===== src/rtl/mem_arbiter_pkg.sv =====
// Shared types for the I/D-cache to L2 memory arbiter.
// Holds the FSM state encoding, the grant-source encoding and the bus widths.
package mem_arbiter_pkg;

   localparam int ADDR_W  = 16;
   localparam int BURST_W = 128;

   typedef enum logic [1:0] {
      ARB_IDLE,
      ARB_GRANT_I,
      ARB_GRANT_D
   } arb_state_t;

   typedef enum logic {
      ARB_SRC_I,
      ARB_SRC_D
   } arb_src_t;

endpackage


===== src/rtl/mem_arbiter_select.sv =====
// Combinational next-grant picker for the memory arbiter.
// The result is only meaningful when at least one cache is requesting.
module mem_arbiter_select
   import mem_arbiter_pkg::*;
#(
   parameter int PRIO_MODE  = 0,
   parameter int MAX_STREAK = 4,
   parameter int STREAK_W   = $clog2(MAX_STREAK + 1)
) (
   input  logic                req_i,
   input  logic                req_d,
   input  arb_src_t            last_grant,
   input  logic [STREAK_W-1:0] streak,
   output arb_src_t            grant
);

   // A lone requester always wins; ties are settled by round-robin or by
   // D priority, with I forced in once D has used up its streak.
   always_comb begin
      grant = ARB_SRC_I;
      if (req_d && !req_i) begin
         grant = ARB_SRC_D;
      end else if (req_d && req_i) begin
         if (PRIO_MODE == 0) begin
            grant = (last_grant == ARB_SRC_I) ? ARB_SRC_D : ARB_SRC_I;
         end else begin
            grant = (streak == STREAK_W'(MAX_STREAK)) ? ARB_SRC_I : ARB_SRC_D;
         end
      end
   end

endmodule


===== src/rtl/mem_arbiter.sv =====
// Shares one L2 burst port between the I-cache and D-cache miss ports.
// One owner per transaction; the grant is held until l2_resp or until the owner aborts.
module mem_arbiter
   import mem_arbiter_pkg::*;
#(
   parameter int PRIO_MODE  = 0,
   parameter int MAX_STREAK = 4
) (
   input  logic               clk,
   input  logic               rst,
   input  logic               if_pmem_read,
   input  logic               if_pmem_write,
   input  logic [ADDR_W-1:0]  if_pmem_address,
   input  logic [BURST_W-1:0] if_pmem_wdata,
   output logic               if_pmem_resp,
   output logic [BURST_W-1:0] if_pmem_rdata,
   input  logic               mem_pmem_read,
   input  logic               mem_pmem_write,
   input  logic [ADDR_W-1:0]  mem_pmem_address,
   input  logic [BURST_W-1:0] mem_pmem_wdata,
   output logic               mem_pmem_resp,
   output logic [BURST_W-1:0] mem_pmem_rdata,
   output logic               l2_read,
   output logic               l2_write,
   output logic [ADDR_W-1:0]  l2_address,
   output logic [BURST_W-1:0] l2_wdata,
   input  logic               l2_resp,
   input  logic [BURST_W-1:0] l2_rdata
);

   localparam int STREAK_W = $clog2(MAX_STREAK + 1);

   arb_state_t          state_q;
   arb_state_t          state_d;
   arb_src_t            last_grant_q;
   arb_src_t            pick;
   logic [STREAK_W-1:0] streak_q;
   logic                req_i;
   logic                req_d;

   assign req_i = if_pmem_read | if_pmem_write;
   assign req_d = mem_pmem_read | mem_pmem_write;

   mem_arbiter_select #(
      .PRIO_MODE (PRIO_MODE),
      .MAX_STREAK(MAX_STREAK),
      .STREAK_W  (STREAK_W)
   ) u_select (
      .req_i     (req_i),
      .req_d     (req_d),
      .last_grant(last_grant_q),
      .streak    (streak_q),
      .grant     (pick)
   );

   // Grant states always fall back to IDLE, so the owning cache gets one
   // quiet cycle to drop its strobe before it can be granted again.
   always_comb begin
      state_d = state_q;
      case (state_q)
         ARB_IDLE: begin
            if (req_i || req_d) begin
               state_d = (pick == ARB_SRC_D) ? ARB_GRANT_D : ARB_GRANT_I;
            end
         end
         ARB_GRANT_I: begin
            if (l2_resp || !req_i) begin
               state_d = ARB_IDLE;
            end
         end
         ARB_GRANT_D: begin
            if (l2_resp || !req_d) begin
               state_d = ARB_IDLE;
            end
         end
         default: state_d = ARB_IDLE;
      endcase
   end

   always_comb begin
      l2_read       = 1'b0;
      l2_write      = 1'b0;
      l2_address    = '0;
      l2_wdata      = '0;
      if_pmem_resp  = 1'b0;
      mem_pmem_resp = 1'b0;
      case (state_q)
         ARB_GRANT_I: begin
            l2_read      = if_pmem_read;
            l2_write     = if_pmem_write;
            l2_address   = if_pmem_address;
            l2_wdata     = if_pmem_wdata;
            if_pmem_resp = l2_resp;
         end
         ARB_GRANT_D: begin
            l2_read       = mem_pmem_read;
            l2_write      = mem_pmem_write;
            l2_address    = mem_pmem_address;
            l2_wdata      = mem_pmem_wdata;
            mem_pmem_resp = l2_resp;
         end
         default: begin
         end
      endcase
   end

   assign if_pmem_rdata  = l2_rdata;
   assign mem_pmem_rdata = l2_rdata;

   // The streak only counts D wins that actually made I wait; any I win,
   // or any IDLE cycle without an I request, clears it.
   always_ff @(posedge clk or posedge rst) begin
      if (rst) begin
         state_q      <= ARB_IDLE;
         last_grant_q <= ARB_SRC_I;
         streak_q     <= '0;
      end else begin
         state_q <= state_d;
         if (state_q == ARB_IDLE) begin
            if (req_i || req_d) begin
               last_grant_q <= pick;
            end
            if (!req_i || pick == ARB_SRC_I) begin
               streak_q <= '0;
            end else if (streak_q != STREAK_W'(MAX_STREAK)) begin
               streak_q <= streak_q + STREAK_W'(1);
            end
         end
      end
   end

endmodule


===== config.mk =====
export PLATFORM = sky130hd
export DESIGN_NAME = mem_arbiter
export DESIGN_NICKNAME = d
export VERILOG_FILES = /design/src/rtl/mem_arbiter_pkg.sv /design/src/rtl/mem_arbiter_select.sv /design/src/rtl/mem_arbiter.sv
export SDC_FILE = /design/constraint.sdc
export NUM_CORES = 1
export LEC_CHECK = 0
export ABC_AREA = 1
export CAP_MARGIN = 30
export CORE_AREA = 2 2 323 325
export CTS_BUF_LIST = sky130_fd_sc_hd__clkbuf_8 sky130_fd_sc_hd__clkbuf_16
export CTS_CLUSTER_DIAMETER = 80
export DETAILED_ROUTE_END_ITERATION = 16
export DIE_AREA = 0 0 325 327
export HOLD_SLACK_MARGIN = 0.08
export PLACE_DENSITY = 0.3
export SYNTH_ARGS = -nofsm -noshare
export SYNTH_HDL_FRONTEND = slang
export SYNTH_SLANG_ARGS = --single-unit

===== constraint.sdc =====
create_clock -name clk -period 1.9 [get_ports clk]
set_input_delay 0.285 -clock clk [delete_from_list [all_inputs] [get_ports clk]]
set_output_delay 0.285 -clock clk [all_outputs]
set_load 0.005 [all_outputs]

---- Word-level counts from Yosys, hierarchy flattened ----
Cells that the tools add are included.
cells by class
  mux-type cells .......................... 14
  equality and inequality tests ........... 5
  reduce and logical (&&, ||, !) cells .... 10
  bitwise operators ....................... 2
operator list
  kind                  count
  $pmux W128 S2         1
  $pmux W16 S2          1
  $mux W2               4
  $pmux W2 S3           1
  $mux W1               5
  $ne A2 B2 Y1 const B  2
  $pmux W1 S2           2
  $logic_or A1 B1 Y1    3
  $reduce_and A3 Y1     1
  $eq A2 B1 Y1 const B  1
  $eq A2 B2 Y1 const B  1
  $logic_and A1 B1 Y1   2
  $logic_not A1 Y1      2
  $logic_not A2 Y1      1
  $ne A2 B1 Y1 const B  1
  $or A1 B1 Y1          2
  $reduce_and A2 Y1     1
storage, ports and cells
  logic and storage cells ................. 33
  output and inout port bits .............. 404
  register bits ........................... 3
  bits of input ports ..................... 423

---- Depth between registers and ports, before layout ----
  depth after elaboration ................. 7
  depth in mapped cells ................... 9
  mapped depth without buffers ............ 7

---- By module ----
Synthesis repeated with hierarchy kept, for this count alone.
second synthesis, totals
  cells, all modules ...................... 806
  area, all modules ....................... 4423.0 µm²
by module, submodules not included
  module              cells an instance  instances  seq. area each (µm²)  area an instance (µm²)
  mem_arbiter         804                1          150.1                 4410.5
  mem_arbiter_select  2                  1          0.0                   12.5

---- Worst setup path before layout ----
OpenSTA, ideal clock, no wires.
  kind .................................... register to output
  from .................................... reg state_q[0]
  to ...................................... out l2_wdata[100]
  arrival time ............................ 1.267 ns
  cell stages (with the launch flop) ...... 7
  data required time ...................... 1.615 ns
  path buffers ............................ 2
  slack ................................... 0.348 ns
  cell sequence ........................... dfrtp_1 -> inv_1 -> ha_1 -> inv_1 -> buf_2 -> buf_1 -> a21oi_1
on the way
  cells in the longest elaborated chain, start to end .. 2
  elaborated cells on any way between the ends .. 3
  classes of those cells .................. eq/ne (2); mux (1)
RTL lines
  what                                          RTL line            RTL
  start: declaration                            mem_arbiter.sv:33   arb_state_t state_q;
  start signal: assignment                      mem_arbiter.sv:118  state_q <= state_d;
  $eq A2 B2 Y1 or $eq A2 B1 Y1 (tied branches)  mem_arbiter.sv:87   case (state_q)
  $pmux W128 S2 (*)                             mem_arbiter.sv:87
  end: declaration                              mem_arbiter.sv:26   output logic [BURST_W-1:0] l2_wdata,
Every way passes the cells marked *; elsewhere a longest branch is shown, timed or not.

---- Worst setup path after layout ----
  from .................................... reg state_q[1]
  to ...................................... out l2_wdata[119]
The elaborated chain is that of the path after synthesis.

==> summary.txt <==
Fillers: 12.1k
Max Slew Vio Count: 0
Die width: 325 um
CP Max Fanout: 17
Clock power share: 0.025
Die height: 327 um
Hold slack final: 248 ps
Skew final: 0.854 ps
First-pass GRT wire length: 60,100 um
CP Data Arrival Time: 2140 ps
RSZ-0062 raised after global routing: yes
Worst setup path class: register to output port
Pwr Density: 1240 nW/um2
Starting DRT DRC Count: 251
Max Clock Freq: 413 MHz
Register Area: 75.1 um2
Mapped Nets: 1,214
Largest net degree at the start of global routing: 26
Vias in the first global route: 6,254
Switching Share: 0.461
CP Launch Type: register
Critical path data required time: 1620 ps
Cell internal pwr: 7.25 mW
FF+latch count, synth: 3
CTS buffer count: 3
Row cnt: 118
Routed length per placed instance: 20.7 um
Cells after Synth: 787
DP HPWL: 38,800 um
Area of the core: 103,000 um2
Status: complete, but fails checks
Finished Cell Area: 10,900 um2
Pre-Repair DR Iteration Count: 5
Final setup fails: 147
P&R area growth vs syn: 150%
YS warnings: 0
Initial antenna violation count: 22
Die area: 106,000 um2
Crit path time final: 2420 ps
Failing checks: negative setup slack
Clock sink total: 3
Ports: 827
Post-synthesis sequential area ratio: 0.0173
Tot Pwr: 13.5 mW
Worst vdd ir: 0.571 mV
Max-slew headroom: 0.804
CTS tree: yes
Hold Path Class: input pin to async pin
Switch Pwr: 6.21 mW
Least-Margin Pin Slew: 292 ps
Synth Area per Inst: 5.53 um2
Worst Setup End Kind: output port
Clk pin slew, worst setup/hold paths: 30 ps
Cell area after placement: 8920 um2
Part of the power in combinational logic: 0.967
Vias/cell: 2.60
Worst setup margin: -524 ps
CTS Root Buffer Type: clkbuf_16
Vias after detailed routing: 6,452
Mapped Area: 4350 um2
H-tree depth: 1
Max Buffers Root-to-Sink: 2
Port Buffer Count: 442
Clk_lat worst skew: 230 ps
Initial core utilization: 0.0423
Total GRT Usage: 0.0839
Synth cell types: 15
Hold Vio Cnt, Final: 0
Layout Nets: 1,530
LEAKAGE: 4.22 nW
GP Congestion: 0.769
Final period util: 1.28
Detailed Route WL: 51,300 um
DRC: 0
Max_cap viols: 0
Antenna viol nets, final: 0
Sequential Power Share: 0.008
Congestion Overflow GR: 0
Share of layout cells above drive strength 1: 0.422
Area of the multi-input gates: 2720 um2
[synthesized netlist by cell type]
| cell | n | area [um2] |
|---|---|---|
| dfrtp_1 | 3 | 75.1 |
| a21oi_1 | 146 | 731 |
| a21boi_0 | 1 | 7.51 |
| buf_4 | 259 | 1940 |
| o21ai_0 | 3 | 15.0 |
| buf_6 | 11 | 124 |
| clkbuf_1 | 5 | 18.8 |
| buf_1 | 2 | 7.51 |
| buf_8 | 1 | 15.0 |
| nor2_1 | 2 | 7.51 |
| buf_2 | 27 | 135 |
| inv_1 | 13 | 48.8 |
| ha_1 | 4 | 50.1 |
| nand3_1 | 6 | 30.0 |
| nand2_1 | 304 | 1140 |
[placed cells by master (no fill, tap or decap), types with 14 or more instances in the layout]
cell type / netlist / routed
buf_2: 27 / 87
buf_6: 11 / 53
dlymetal6s2s_1: 0 / 18
a21oi_1: 146 / 36
buf_12: 0 / 27
clkdlybuf4s50_1: 0 / 297
buf_16: 0 / 14
a21oi_2: 0 / 97
nand2_1: 304 / 257
buf_4: 259 / 66
clkbuf_2: 0 / 31
nand2_2: 0 / 37
[power by group through the flow]
stage	clock, mW	combinational [mW]	sequential [mW]
2_1_floorplan	0	3.17	0.108
3_3_place_gp	0	7.71	0.105
3_5_place_dp	0	7.72	0.105
4_1_cts	0.337	9.55	0.107
5_1_grt	0.341	13.9	0.112
6_report	0.335	13.0	0.108
[layout make-up]
cell class,count,share of cell area
antenna,2,0.000459
multi-input combinational,466,0.249
clock inverter,1,0.000345
tap,1380,0.158
sequential,3,0.00689
clock buffer,3,0.00689
inverter,13,0.00563
timing repair buffer,616,0.572
[state kept, by name, summed over array words and instances, names as in the netlist]
name          count
state_q           2
last_grant_q      1
[cells by family after synthesis]
| kind of cell | share of synthesized area |
|---|---|
| buffers and inverters | 0.527 |
| and+or+nand+nor | 0.271 |
| AOI/OAI and AO/OA | 0.173 |
| adders and majority gates | 0.0115 |
| DFF | 0.0173 |
[final timing paths]
| kind | startpoint | to | slack [ps] | cells past startpoint |
|---|---|---|---|---|
| max reg2reg | state_q[0]$_DFFE_PP0P_ | state_q[0]$_DFFE_PP0P_ | 130 | 11 |
| min | rst | last_grant_q$_DFFE_PP0P_ | 250 | 2 |
| min in group clk | last_grant_q$_DFFE_PP0P_ | last_grant_q$_DFFE_PP0P_ | 550 | 2 |
| max in group asynchronous | rst | state_q[0]$_DFFE_PP0P_ | 1520 | 2 |
| max | state_q[1]$_DFFE_PP0P_ | l2_wdata[119] | -520 | 7 |
| min reg2reg | last_grant_q$_DFFE_PP0P_ | last_grant_q$_DFFE_PP0P_ | 550 | 2 |
[what timing repair did]
action,in CTS,in global routing
gates resized for setup,193,509
hold buffers,0,0
pin swaps,7,24
setup buffers,15,87
cloned,11,9
endpoints found under the hold margin,0,0
endpoints found under the setup margin,148,148
[metal layers]
layer	track usage	up-vias	routed length, um
met1	0.108	2921	22500
met5	0.00754	-	128
li1	-	2856	-
met4	0.0239	4	1910
met2	0.131	512	22200
met3	0.0288	159	4510
[worst max-delay path, stage by stage, from the launching register on]
cell and delay, ps:
dfrtp_1 360, inv_2 50, buf_6 110, ha_4 290, clkinv_8 90, bufbuf_16 320
a21oi_1 160, clkdlybuf4s50_1 520
[per-stage QoR]
stage	setup WS, ps	std cells	utilization	setup TNS, ps
global route	-575	2483	0.106	-50130
floorplan	348	787	-	0
finish	-524	2484	0.106	-39290
CTS	-558	2387	0.0940	-56660
detailed placement	-597	2357	0.0867	-43670
global placement	-539	2357	0.0867	-42990
No activity file was read; power rests on OpenSTA's default activity.
